$ cat config.mk
export PLATFORM = sky130hd
export DESIGN_NAME = tx_voq_scheduler_flat
export DESIGN_NICKNAME = d
export VERILOG_FILES = /design/src/rtl/tx_voq_scheduler_if.sv /design/src/rtl/tx_voq_scheduler.sv /design/src/flat_wrapper.sv
export SDC_FILE = /design/constraint.sdc
export NUM_CORES = 1
export LEC_CHECK = 0
export CORE_MARGIN = 2
export CORE_UTILIZATION = 49
export DETAILED_ROUTE_END_ITERATION = 7
export PLACE_DENSITY = 0.82
export SLEW_MARGIN = 5
export SYNTH_ARGS = -nofsm -noshare
export SYNTH_HDL_FRONTEND = slang
export SYNTH_SLANG_ARGS = --single-unit
$ cat constraint.sdc
create_clock -name switch_clk -period 2.05 [get_ports switch_clk]
set_input_delay 0.41 -clock switch_clk [delete_from_list [all_inputs] [get_ports switch_clk]]
set_output_delay 0.41 -clock switch_clk [all_outputs]
set_load 0.03 [all_outputs]
$ cat src/rtl/tx_voq_scheduler_if.sv
// Switch-clock side bundle of the TX VOQ scheduler:
// VOQ request/grant, memory read stream, CDC FIFO write port and status.
interface tx_voq_scheduler_if #(
  parameter int NUM_VOQ = 4,
  parameter int PTR_W   = 6
);
  logic [NUM_VOQ-1:0]       voq_valid_i;
  logic [NUM_VOQ*PTR_W-1:0] voq_ptr_i;
  logic [NUM_VOQ-1:0]       voq_ready_o;
  logic                     mem_req_o;
  logic [PTR_W-1:0]         mem_ptr_o;
  logic [7:0]               frame_data_i;
  logic                     frame_valid_i;
  logic                     frame_eof_i;
  logic                     frame_ready_o;
  logic                     fifo_wr_en_o;
  logic [7:0]               fifo_din_o;
  logic                     fifo_full_i;
  logic                     busy_o;
  logic [31:0]              tx_frame_count_o;
  logic                     err_runt_o;
  logic                     err_giant_o;

  modport master (
    output voq_valid_i, voq_ptr_i,
    output frame_data_i, frame_valid_i, frame_eof_i,
    output fifo_full_i,
    input  voq_ready_o, mem_req_o, mem_ptr_o,
    input  frame_ready_o, fifo_wr_en_o, fifo_din_o,
    input  busy_o, tx_frame_count_o,
    input  err_runt_o, err_giant_o
  );

  modport slave (
    input  voq_valid_i, voq_ptr_i,
    input  frame_data_i, frame_valid_i, frame_eof_i,
    input  fifo_full_i,
    output voq_ready_o, mem_req_o, mem_ptr_o,
    output frame_ready_o, fifo_wr_en_o, fifo_din_o,
    output busy_o, tx_frame_count_o,
    output err_runt_o, err_giant_o
  );
endinterface

$ cat src/rtl/tx_voq_scheduler.sv
// TX egress control: round-robin VOQ grant, preamble/SFD insertion,
// frame streaming into the CDC FIFO with runt/giant handling and IFG.
module tx_voq_scheduler #(
  parameter int NUM_VOQ         = 4,
  parameter int PTR_W           = 6,
  parameter int PREAMBLE_LEN    = 8,
  parameter int MIN_FRAME_BYTES = 64,
  parameter int MAX_FRAME_BYTES = 1518,
  parameter int IFG_CYCLES      = 48
) (
  input  logic               switch_clk,
  input  logic               switch_rst,
  tx_voq_scheduler_if.slave  bus
);

  localparam int LW  = (NUM_VOQ > 1) ? $clog2(NUM_VOQ) : 1;
  localparam int PRW = (PREAMBLE_LEN > 1) ? $clog2(PREAMBLE_LEN) : 1;
  localparam int BW  = $clog2(MAX_FRAME_BYTES + 1);
  localparam int IW  = (IFG_CYCLES > 0) ? $clog2(IFG_CYCLES + 1) : 1;

  localparam logic [PRW-1:0] PRE_LAST = PRW'(PREAMBLE_LEN - 1);
  localparam logic [BW-1:0]  MAX_B    = BW'(MAX_FRAME_BYTES);
  localparam logic [BW-1:0]  MIN_B    = BW'(MIN_FRAME_BYTES);
  localparam logic [IW-1:0]  IFG_LAST = IW'(IFG_CYCLES - 1);

  typedef enum logic [2:0] {
    S_IDLE,
    S_PRE,
    S_DATA,
    S_DROP,
    S_IFG
  } state_t;

  state_t               r_state, w_state_nxt;
  logic [LW-1:0]        r_last, w_last_nxt;
  logic [PRW-1:0]       r_pre, w_pre_nxt;
  logic [BW-1:0]        r_byte, w_byte_nxt;
  logic [IW-1:0]        r_ifg, w_ifg_nxt;
  logic [NUM_VOQ-1:0]   r_voq_ready, w_voq_ready_nxt;
  logic                 r_mem_req, w_mem_req_nxt;
  logic [PTR_W-1:0]     r_mem_ptr, w_mem_ptr_nxt;
  logic [31:0]          r_frame_cnt, w_frame_cnt_nxt;
  logic                 r_runt, w_runt_nxt;
  logic                 r_giant, w_giant_nxt;

  logic                 w_found;
  logic [LW-1:0]        w_win;
  logic [BW-1:0]        w_byte_inc;
  logic                 w_wr_en;
  logic [7:0]           w_din;
  logic                 w_frame_ready;
  logic [PTR_W-1:0]     w_ptrs [NUM_VOQ];

  for (genvar g = 0; g < NUM_VOQ; g++) begin : g_ptr
    assign w_ptrs[g] = bus.voq_ptr_i[g*PTR_W +: PTR_W];
  end

  function automatic logic [LW-1:0] f_idx(input logic [LW-1:0] base,
                                          input int k);
    return LW'((int'(base) + k) % NUM_VOQ);
  endfunction

  // Search starts one past the last grant so every VOQ gets a turn
  always_comb begin
    w_found = 1'b0;
    w_win   = r_last;
    for (int k = 1; k <= NUM_VOQ; k++) begin
      if (!w_found && bus.voq_valid_i[f_idx(r_last, k)]) begin
        w_found = 1'b1;
        w_win   = f_idx(r_last, k);
      end
    end
  end

  assign w_byte_inc = r_byte + BW'(1);

  always_comb begin
    w_state_nxt     = r_state;
    w_last_nxt      = r_last;
    w_pre_nxt       = r_pre;
    w_byte_nxt      = r_byte;
    w_ifg_nxt       = r_ifg;
    w_voq_ready_nxt = '0;
    w_mem_req_nxt   = 1'b0;
    w_mem_ptr_nxt   = r_mem_ptr;
    w_frame_cnt_nxt = r_frame_cnt;
    w_runt_nxt      = 1'b0;
    w_giant_nxt     = 1'b0;
    w_wr_en         = 1'b0;
    w_din           = 8'h00;
    w_frame_ready   = 1'b0;
    unique case (r_state)
      S_IDLE: begin
        if (w_found) begin
          w_voq_ready_nxt[w_win] = 1'b1;
          w_mem_req_nxt          = 1'b1;
          w_mem_ptr_nxt          = w_ptrs[w_win];
          w_last_nxt             = w_win;
          w_pre_nxt              = '0;
          w_state_nxt            = S_PRE;
        end
      end
      S_PRE: begin
        if (!bus.fifo_full_i) begin
          w_wr_en = 1'b1;
          if (r_pre == PRE_LAST) begin
            w_din       = 8'hD5;
            w_byte_nxt  = '0;
            w_state_nxt = S_DATA;
          end else begin
            w_din     = 8'h55;
            w_pre_nxt = r_pre + PRW'(1);
          end
        end
      end
      S_DATA: begin
        w_frame_ready = !bus.fifo_full_i;
        if (bus.frame_valid_i && !bus.fifo_full_i) begin
          w_wr_en    = 1'b1;
          w_din      = bus.frame_data_i;
          w_byte_nxt = w_byte_inc;
          if (bus.frame_eof_i) begin
            w_runt_nxt      = (w_byte_inc < MIN_B);
            w_frame_cnt_nxt = r_frame_cnt + 32'd1;
            w_ifg_nxt       = '0;
            w_state_nxt     = S_IFG;
          end else if (w_byte_inc == MAX_B) begin
            w_state_nxt = S_DROP;
          end
        end
      end
      // Oversize tail is drained from memory without touching the FIFO
      S_DROP: begin
        w_frame_ready = 1'b1;
        if (bus.frame_valid_i && bus.frame_eof_i) begin
          w_giant_nxt     = 1'b1;
          w_frame_cnt_nxt = r_frame_cnt + 32'd1;
          w_ifg_nxt       = '0;
          w_state_nxt     = S_IFG;
        end
      end
      S_IFG: begin
        if (r_ifg == IFG_LAST) begin
          w_state_nxt = S_IDLE;
        end else begin
          w_ifg_nxt = r_ifg + IW'(1);
        end
      end
      default: w_state_nxt = S_IDLE;
    endcase
  end

  always_ff @(posedge switch_clk) begin
    if (switch_rst) begin
      r_state     <= S_IDLE;
      r_last      <= LW'(NUM_VOQ - 1);
      r_pre       <= '0;
      r_byte      <= '0;
      r_ifg       <= '0;
      r_voq_ready <= '0;
      r_mem_req   <= 1'b0;
      r_mem_ptr   <= '0;
      r_frame_cnt <= '0;
      r_runt      <= 1'b0;
      r_giant     <= 1'b0;
    end else begin
      r_state     <= w_state_nxt;
      r_last      <= w_last_nxt;
      r_pre       <= w_pre_nxt;
      r_byte      <= w_byte_nxt;
      r_ifg       <= w_ifg_nxt;
      r_voq_ready <= w_voq_ready_nxt;
      r_mem_req   <= w_mem_req_nxt;
      r_mem_ptr   <= w_mem_ptr_nxt;
      r_frame_cnt <= w_frame_cnt_nxt;
      r_runt      <= w_runt_nxt;
      r_giant     <= w_giant_nxt;
    end
  end

  assign bus.voq_ready_o      = r_voq_ready;
  assign bus.mem_req_o        = r_mem_req;
  assign bus.mem_ptr_o        = r_mem_ptr;
  assign bus.tx_frame_count_o = r_frame_cnt;
  assign bus.err_runt_o       = r_runt;
  assign bus.err_giant_o      = r_giant;
  assign bus.fifo_wr_en_o     = w_wr_en;
  assign bus.fifo_din_o       = w_din;
  assign bus.frame_ready_o    = w_frame_ready;
  assign bus.busy_o           = (r_state != S_IDLE);

endmodule
$ cat src/flat_wrapper.sv
// flat-port wrapper written by rule: the top's interface ports become plain ports
module tx_voq_scheduler_flat 
#(
  parameter int NUM_VOQ         = 4,
  parameter int PTR_W           = 6,
  parameter int PREAMBLE_LEN    = 8,
  parameter int MIN_FRAME_BYTES = 64,
  parameter int MAX_FRAME_BYTES = 1518,
  parameter int IFG_CYCLES      = 48
)
  (switch_clk, switch_rst, bus_voq_valid_i, bus_voq_ptr_i, bus_frame_data_i, bus_frame_valid_i, bus_frame_eof_i, bus_fifo_full_i, bus_voq_ready_o, bus_mem_req_o, bus_mem_ptr_o, bus_frame_ready_o, bus_fifo_wr_en_o, bus_fifo_din_o, bus_busy_o, bus_tx_frame_count_o, bus_err_runt_o, bus_err_giant_o);
  tx_voq_scheduler_if #(.NUM_VOQ(NUM_VOQ), .PTR_W(PTR_W)) bus_i ();
  input  logic switch_clk;
  input  logic switch_rst;
  input wire logic [$bits(bus_i.voq_valid_i)-1:0] bus_voq_valid_i;
  input wire logic [$bits(bus_i.voq_ptr_i)-1:0] bus_voq_ptr_i;
  input wire logic [$bits(bus_i.frame_data_i)-1:0] bus_frame_data_i;
  input wire logic [$bits(bus_i.frame_valid_i)-1:0] bus_frame_valid_i;
  input wire logic [$bits(bus_i.frame_eof_i)-1:0] bus_frame_eof_i;
  input wire logic [$bits(bus_i.fifo_full_i)-1:0] bus_fifo_full_i;
  output wire logic [$bits(bus_i.voq_ready_o)-1:0] bus_voq_ready_o;
  output wire logic [$bits(bus_i.mem_req_o)-1:0] bus_mem_req_o;
  output wire logic [$bits(bus_i.mem_ptr_o)-1:0] bus_mem_ptr_o;
  output wire logic [$bits(bus_i.frame_ready_o)-1:0] bus_frame_ready_o;
  output wire logic [$bits(bus_i.fifo_wr_en_o)-1:0] bus_fifo_wr_en_o;
  output wire logic [$bits(bus_i.fifo_din_o)-1:0] bus_fifo_din_o;
  output wire logic [$bits(bus_i.busy_o)-1:0] bus_busy_o;
  output wire logic [$bits(bus_i.tx_frame_count_o)-1:0] bus_tx_frame_count_o;
  output wire logic [$bits(bus_i.err_runt_o)-1:0] bus_err_runt_o;
  output wire logic [$bits(bus_i.err_giant_o)-1:0] bus_err_giant_o;
  assign bus_i.voq_valid_i = bus_voq_valid_i;
  assign bus_i.voq_ptr_i = bus_voq_ptr_i;
  assign bus_i.frame_data_i = bus_frame_data_i;
  assign bus_i.frame_valid_i = bus_frame_valid_i;
  assign bus_i.frame_eof_i = bus_frame_eof_i;
  assign bus_i.fifo_full_i = bus_fifo_full_i;
  assign bus_voq_ready_o = bus_i.voq_ready_o;
  assign bus_mem_req_o = bus_i.mem_req_o;
  assign bus_mem_ptr_o = bus_i.mem_ptr_o;
  assign bus_frame_ready_o = bus_i.frame_ready_o;
  assign bus_fifo_wr_en_o = bus_i.fifo_wr_en_o;
  assign bus_fifo_din_o = bus_i.fifo_din_o;
  assign bus_busy_o = bus_i.busy_o;
  assign bus_tx_frame_count_o = bus_i.tx_frame_count_o;
  assign bus_err_runt_o = bus_i.err_runt_o;
  assign bus_err_giant_o = bus_i.err_giant_o;
  tx_voq_scheduler #(.NUM_VOQ(NUM_VOQ), .PTR_W(PTR_W), .PREAMBLE_LEN(PREAMBLE_LEN), .MIN_FRAME_BYTES(MIN_FRAME_BYTES), .MAX_FRAME_BYTES(MAX_FRAME_BYTES), .IFG_CYCLES(IFG_CYCLES)) u_core (.switch_clk(switch_clk), .switch_rst(switch_rst), .bus(bus_i));
endmodule
* Word-level counts from Yosys, hierarchy flattened *
Index checks and enable logic that the tools add are counted.
Widths: inputs -> output; s select.

cells by class
  add/subtract/negate cells = 8
  magnitude comparators = 8
  eq/ne operators = 17
  muxes and demuxes = 57
  bitwise operators = 7
  reductions and logical operators = 26

operator list
  cell                   count
  $mux 32                3
  $pmux 32 s2            1
  $mux 6                 6
  $mux 11                3
  $mux 3                 11
  $add 32x1->32 const B  1
  $mux 8                 3
  $pmux 11 s2            1
  $pmux 6 s3             1
  $pmux 8 s2             1
  $lt 2x3->1 const B     5
  $pmux 3 s5             1
  $mux 1                 13
  $bmux 6 s2             1
  $reduce_and 4->1       3
  $add 11x1->11 const B  1
  $eq 11x11->1 const B   1
  $lt 11x7->1 const B    1
  $ne 2x1->1 const B     5
  $bmux 1 s2             4
  $mux 2                 4
  $ne 2x2->1 const B     4
  $reduce_and 7->1       1
  $add 6x1->6 const B    1
  25 further kinds       47

word-level totals
  bits in registers = 70
  input bits = 41
  output and inout port bits = 56

* Depth between registers and ports, before layout *
Gate-level depths: netlist of the first run.

  depth after elaboration = 17
  mapped depth = 8
  depth with buffers taken out = 7

* Worst setup path after synthesis of the first run *
Ideal clock, no wire load.

  path kind = register to output
  from = register u_core.r_state[1]
  to = output port bus_fifo_din_o[1]
  data arrival time = 1.524 ns
  required time = 1.640 ns
  slack = 0.116 ns
  cell stages (with the launch flop) = 6
  cell sequence = dfxtp_1 > clkbuf_1 > nand3b_1 > nor2_1 > buf_2 > and2_1

between the ends
  cells in the longest elaborated chain, start to end = 2
  elaborated cells between the ends (all ways) = 3
  classes of those cells = eq/ne: 2; mux: 1

ends and longest elaborated chain
  element                                          RTL line                 text
  start: declaration                               tx_voq_scheduler.sv:34   state_t r_state, w_state_nxt;
  start signal: assignment                         tx_voq_scheduler.sv:167  r_state <= w_state_nxt;
  $eq 3x2->1 / $eq 3x1->1 (equally long branches)  tx_voq_scheduler.sv:92   unique case (r_state)
  $pmux 8 s2 (*)                                   tx_voq_scheduler.sv:92
  end: declaration                                 flat_wrapper.sv:26       output wire logic [$bits(bus_i.fifo_din_o)-1:0] bus_fifo_din_o;

Mark *: on every way between the ends. The rest lies on a longest branch, timed or not.

* Worst setup path in the final report of the first run *
  from = register u_core.r_state[1]
  to = output port bus_fifo_din_o[0]

Same word-level chain as after synthesis.

==> results of run 1 <==
metrics by stage:
step / hold slack (ns) / util (%) / cell area [um^2]
after global placement: 0.4587 / 68.07 / 4937
after global routing: 0.4077 / 71.93 / 5218
after floorplan: 0.4491 / - / 3677
final: 0.3867 / 71.97 / 5220
after detailed placement: 0.4654 / 68.07 / 4937
after CTS: 0.3825 / 71.36 / 5176
registers in the layout (all words and copies together) (netlist names), 2 cells and up:
signal,flops
u_core.r_byte,11
u_core.r_state,3
u_core.r_last,2
u_core.r_ifg,6
u_core.bus.mem_ptr_o,6
u_core.bus.tx_frame_count_o,32
u_core.r_pre,3
u_core.bus.voq_ready_o,4
cells by family after synthesis:
logic type | count (synthesis)
simple gates | 187
compound gates | 91
xor+xnor | 28
fa+ha+maj | 6
buf+inv | 34
mux | 18
flops | 70
final timing paths:
path	from	to	slack (ns)	cells past startpoint
worst max-delay path	u_core.r_state[1]	bus_fifo_din_o[0]	0.12	5
worst min-delay path	switch_rst	u_core.bus.mem_req_o	0.39	2
worst max register to register	u_core.bus.tx_frame_count_o[12]	u_core.bus.tx_frame_count_o[30]	0.14	7
worst min register to register	u_core.r_pre[2]	u_core.r_pre[2]	0.48	2
layout make-up:
| class | instances | share of cell area [%] |
|---|---|---|
| multi-input cells | 330 | 41.47 |
| well taps | 99 | 2.373 |
| flip-flops and latches | 70 | 26.92 |
| clock buffers | 11 | 2.517 |
| diodes | 1 | 0.04794 |
| clock inverters | 5 | 1.606 |
| inverters | 12 | 0.8629 |
| repair buffers | 135 | 24.21 |
timing repair:
item,in CTS,in global routing
setup buffers,0,1
endpoints found under the setup margin,10,16
hold buffers,0,0
gates resized for setup,10,11
pin swaps,1,1
synth_stat cells, drive strengths merged, types with 7 or more instances:
cell / number
mux2i: 17
and2: 8
a211oi: 7
xor2: 20
xnor2: 8
nand3: 16
clkbuf: 14
o21ai: 22
nand4: 21
dfxtp: 70
nor2: 53
buf: 8
a21oi: 28
or3: 10
nand2b: 8
inv: 12
nor3: 10
nand2: 25
critical path: stages (launching register included):
cell,delay (ns)
dfxtp_2,0.37
buf_6,0.15
and3b_2,0.26
nand2_1,0.08
a21oi_1,0.15
buf_4,0.18
per-layer routing:
metal	vias to the layer above	part of all wire, %	track usage [%]
met5	-	0	0
met4	0	1.5	8.974
met3	11	6.1	4.591
met2	109	48	38.18
met1	1677	44	29.26
li1	1812	-	-
where the power goes:
part	internal [mW]	switching, mW	total [mW]	leakage [nW]
clock	0.688	0.519	1.21	0.0998
sequential	1.50	0.0987	1.60	0.568
combinational	0.780	0.867	1.65	1.27
==> summary.md, run 1 <==
| Metric | Value |
|---|---|
| Status | finished clean |
| Die height | 90.63 um |
| I/O pins | 97 |
| Yosys warnings | 0 |
| Ys flop type | dfxtp_1 |
| Post-synthesis mux area share | 4.934% |
| Critical path capture point type | output port |
| Setup TNS Final | 0 ns |
| Initial core utilization | 50.70% |
| Worst-margin pin slew | 0.4110 ns |
| Placed Cells | 645 |
| Seq cells post-synth | 70 |
| Power Total | 4.452 mW |
| Clock Sinks | 70 |
| Leading cell types in the layout, fill and taps excluded | 82 x clkdlybuf4s50_1, 67 x dfxtp_1, 52 x nor2_1 |
| Clock buffer count from CTS | 9 |
| Post-synthesis sequential area ratio | 38.11% |
| CP startpoint kind | register |
| # rows | 31 |
| Die W | 90.63 um |
| Initial antenna violation count | 0 |
| HPWL Detailed | 6.696 mm |
| Period utilization | 94.20% |
| Drt wl/cell | 14.09 um |
| FF+latch area | 1405 um^2 |
| Fraction of final layout cells sized beyond drive strength 1 | 15.63% |
| Synthesized area | 3677 um^2 |
| Mapped Cells | 434 |
| Drt total wl | 9.339 mm |
| Core Area | 7253 um^2 |
| Final nets | 605 |
| Vias after detailed routing | 3609 |
| Post-synth top area cell | dfxtp_1 |
| Die area | 8214 um^2 |
| Commonest non-fill, non-tap cell in the layout | clkdlybuf4s50_1 |
| Simple-gate area share of the yosys netlist | 27.87% |
| Setup ws final | 0.1190 ns |
| Max VDD drop | 0.0004063 V |
| Largest net degree at the start of global routing | 52 |
| Area Overhead vs Synth | 41.95% |
| Critical path peak fanout | 11 |
| Period minus WS final | 1.931 ns |
| Xor and xnor area share after synthesis | 6.669% |
| # DRC | 0 |
| Post-Synth Adder-Cell Area | 2.042% |
| H-Tree Level Count | 3 |
| Port Buffers | 96 |
| Critical Path AT | 1.52 ns |
| Final ANT Viol Nets | 0 |
| Netlist cell types | 63 |
| Slew headroom | 72.53% |
| Clock root cell | clkbuf_8 |
| Max-cap violations | 0 |
| DRC marker count from the first detailed-route iteration | 171 |
| GP Congestion | 0.8415 |
| Async SR Flop Fraction | 0% |
| Area of the multi-input gates | 2165 um^2 |
| Pwr Density | 852.8 nW/um^2 |
| Synth top area share | 38.11% |
| WP data required | 1.64 ns |
| First-pass GRT wire length | 15.75 mm |
| Largest family of logic cells by synthesized area | simple AND/OR/NAND/NOR gates |
| Skew-Pair Late Insertion Delay | 0.35 ns |
| Worst-path clk slew | 0.07 ns |
| Syn Nets | 481 |
| Slew Limit Fails | 0 |
| Setup Skew | 0.008962 ns |
| Hold Vio Cnt, Final | 0 |
| Longest Clk Path Bufs | 2 |
| CTS tree | built |
| Setup Crit Path Kind | reg -> out |
| Syn avg cell area | 8.473 um^2 |
| Number of global-route vias before repair | 3464 |
| Final Non-Filler Cells | 663 |
| Gr usage total | 22.97% |
| Compound-gate portion of the synthesized area | 16.13% |
| Hold Path Class | in -> reg |
| Number of fillers in the final layout | 558 |
| Final Setup Violations | 0 |
| Pleak | 1.937 nW |
| Grt total ovfl | 0 |
| Pre-CTS setup slack | -0.2960 ns |
| Fmax | 517.9 MHz |
| Setup repair after global routing missed its margin | no |
| Via density | 5.443 |
| Post-synth EDFFs | 0 |
| Pre-Repair DR Iteration Count | 4 |
| Largest cells by area after synthesis | dfxtp_1 38%, nor2_1 5.4%, xor2_1 4.8%, mux2i_1 4.6%, a21oi_1 3.8% |
Note: power is estimated with default switching activity, not from simulation.
==> inputs of run 2 (changes only) <==
SKIP_CTS_REPAIR_TIMING = 1   (was default)
==> run 2 against run 1 <==
Compared with the run above:
- combinational power hardly changed
- sequential power hardly changed
- worst hold slack better by 0.0047 ns
- fmax is 0.51% lower
- critical path depth stayed put
- largest power group unchanged
==> summary.md, run 2 (same netlist as run 1, synthesis figures left out) <==
| Metric | Value |
|---|---|
| DRC marker count from the first detailed-route iteration | 163 |
| H-Tree Level Count | 3 |
| Critical Path AT | 1.53 ns |
| Initial core utilization | 50.70% |
| Port Buffers | 96 |
| Longest Clk Path Bufs | 2 |
| Drt wl/cell | 14.17 um |
| Period utilization | 94.68% |
| Slew Limit Fails | 0 |
| Antenna cells | 0 |
| Fmax | 515.2 MHz |
| Critical path peak fanout | 14 |
| Grt total ovfl | 0 |
| CTS tree | built |
| Clk pwr share | 26.9% |
| Via density | 5.449 |
| HPWL Detailed | 6.696 mm |
| Worst-margin pin slew | 0.4619 ns |
| Cell mode on critical path | buf_4 |
| Setup repair after global routing missed its margin | no |
| Skew-Pair Late Insertion Delay | 0.34 ns |
| Final ANT Viol Nets | 0 |
| Clock buffer count from CTS | 9 |
| # rows | 31 |
| Worst-path clk slew | 0.07 ns |
| Setup Crit Path Kind | reg -> out |
| Reg power frac | 35.8% |
| Die height | 90.63 um |
| Status | finished clean |
| Max VDD drop | 0.0004020 V |
| CP Cell Sequence | buf_6, nand3b_1, buf_4, a21oi_1, buf_4 |
| Final nets | 606 |
| Critical path capture point type | output port |
| Max-cap violations | 0 |
| Slowest stage delay, CP | 0.33 ns |
| I/O pins | 97 |
| Bufs and invs on worst path | 3 |
| Clock root cell | clkbuf_8 |
| Switch share | 33.40% |
| Fraction of final layout cells sized beyond drive strength 1 | 15.96% |
| Drt total wl | 9.393 mm |
| Commonest non-fill, non-tap cell in the layout | clkdlybuf4s50_1 |
| Setup Skew | 0.006731 ns |
| Placed Cells | 645 |
| Top delay family on crit path | buffers and inverters |
| Hold Vio Cnt, Final | 0 |
| CP startpoint kind | register |
| Leading cell types in the layout, fill and taps excluded | 82 x clkdlybuf4s50_1, 67 x dfxtp_1, 52 x nor2_1 |
| Initial antenna violation count | 0 |
| Die area | 8214 um^2 |
| Final Non-Filler Cells | 663 |
| Power Total | 4.473 mW |
| First-pass GRT wire length | 15.68 mm |
| Comb pwr share | 37.3% |
| Switch Pwr | 1.494 mW |
| Gr usage total | 22.88% |
| Die W | 90.63 um |
| Pleak | 1.958 nW |
| P_int | 2.979 mW |
| Number of global-route vias before repair | 3446 |
| Slew headroom | 68.97% |
| Pre-Repair DR Iteration Count | 4 |
| Core Area | 7253 um^2 |
| WP data required | 1.64 ns |
| Max reg flops | 32 |
| Final Setup Violations | 0 |
| Clock Sinks | 70 |
| Largest net degree at the start of global routing | 52 |
| Slowest cell on the critical path | dfxtp_1 |
| Period minus WS final | 1.941 ns |
| Pwr Density | 854.2 nW/um^2 |
| Area Overhead vs Synth | 42.40% |
| # DRC | 0 |
| Hold Path Class | in -> reg |
| GP Congestion | 0.8415 |
| Vias after detailed routing | 3613 |
-- run 2: power by group through the flow --
| stage | Clock [mW] | Sequential, mW | Combinational [mW] |
|---|---|---|---|
| finish | 1.20 | 1.60 | 1.67 |
| global route | 1.28 | 1.62 | 1.78 |
| CTS | 1.22 | 1.59 | 1.63 |
| detailed placement | 0 | 1.63 | 1.62 |
| global placement | 0 | 1.62 | 1.59 |
| floorplan | 0 | 1.78 | 0.878 |
-- run 2: final timing paths --
check / startpoint / to / slack, ns / cells after the start
max: u_core.r_state[0] / bus_fifo_wr_en_o / 0.11 / 5
min: switch_rst / u_core.bus.mem_req_o / 0.39 / 2
max reg2reg: u_core.bus.tx_frame_count_o[12] / u_core.bus.tx_frame_count_o[30] / 0.13 / 7
min reg2reg: u_core.r_pre[2] / u_core.r_pre[2] / 0.47 / 2
-- run 2: per-layer routing --
layer	vias up	global-route usage [%]	wire length, um	part of all wire, %
met5	-	0	0	0
met4	0	8.718	133	1.4
met3	15	4.508	547	5.8
met2	111	38.25	4474	48
met1	1679	29.11	4237	45
li1	1808	-	-	-
-- run 2: through the flow --
step	area, um^2	hold slack, ns	setup TNS, ns	util, %	setup slack (ns)
2_1_floorplan	3677	0.4491	0	-	0.1159
3_3_place_gp	4937	0.4587	-3.063	68.07	-0.1686
3_5_place_dp	4937	0.4654	-5.104	68.07	-0.2960
4_1_cts	5152	0.3825	-0.8777	71.04	-0.1021
5_1_grt	5236	0.4077	0	72.19	0.007233
6_report	5236	0.3914	0	72.19	0.1090
-- run 2: final cells by class --
| class | count | area, um^2 |
|---|---|---|
| fill | 556 | 2017 |
| timing repair buffer | 136 | 1279 |
| sequential | 70 | 1405 |
| inverter | 12 | 45.04 |
| clock inverter | 5 | 83.83 |
| tap | 99 | 123.9 |
| multi-input combinational | 330 | 2168 |
| clock buffer | 11 | 131.4 |
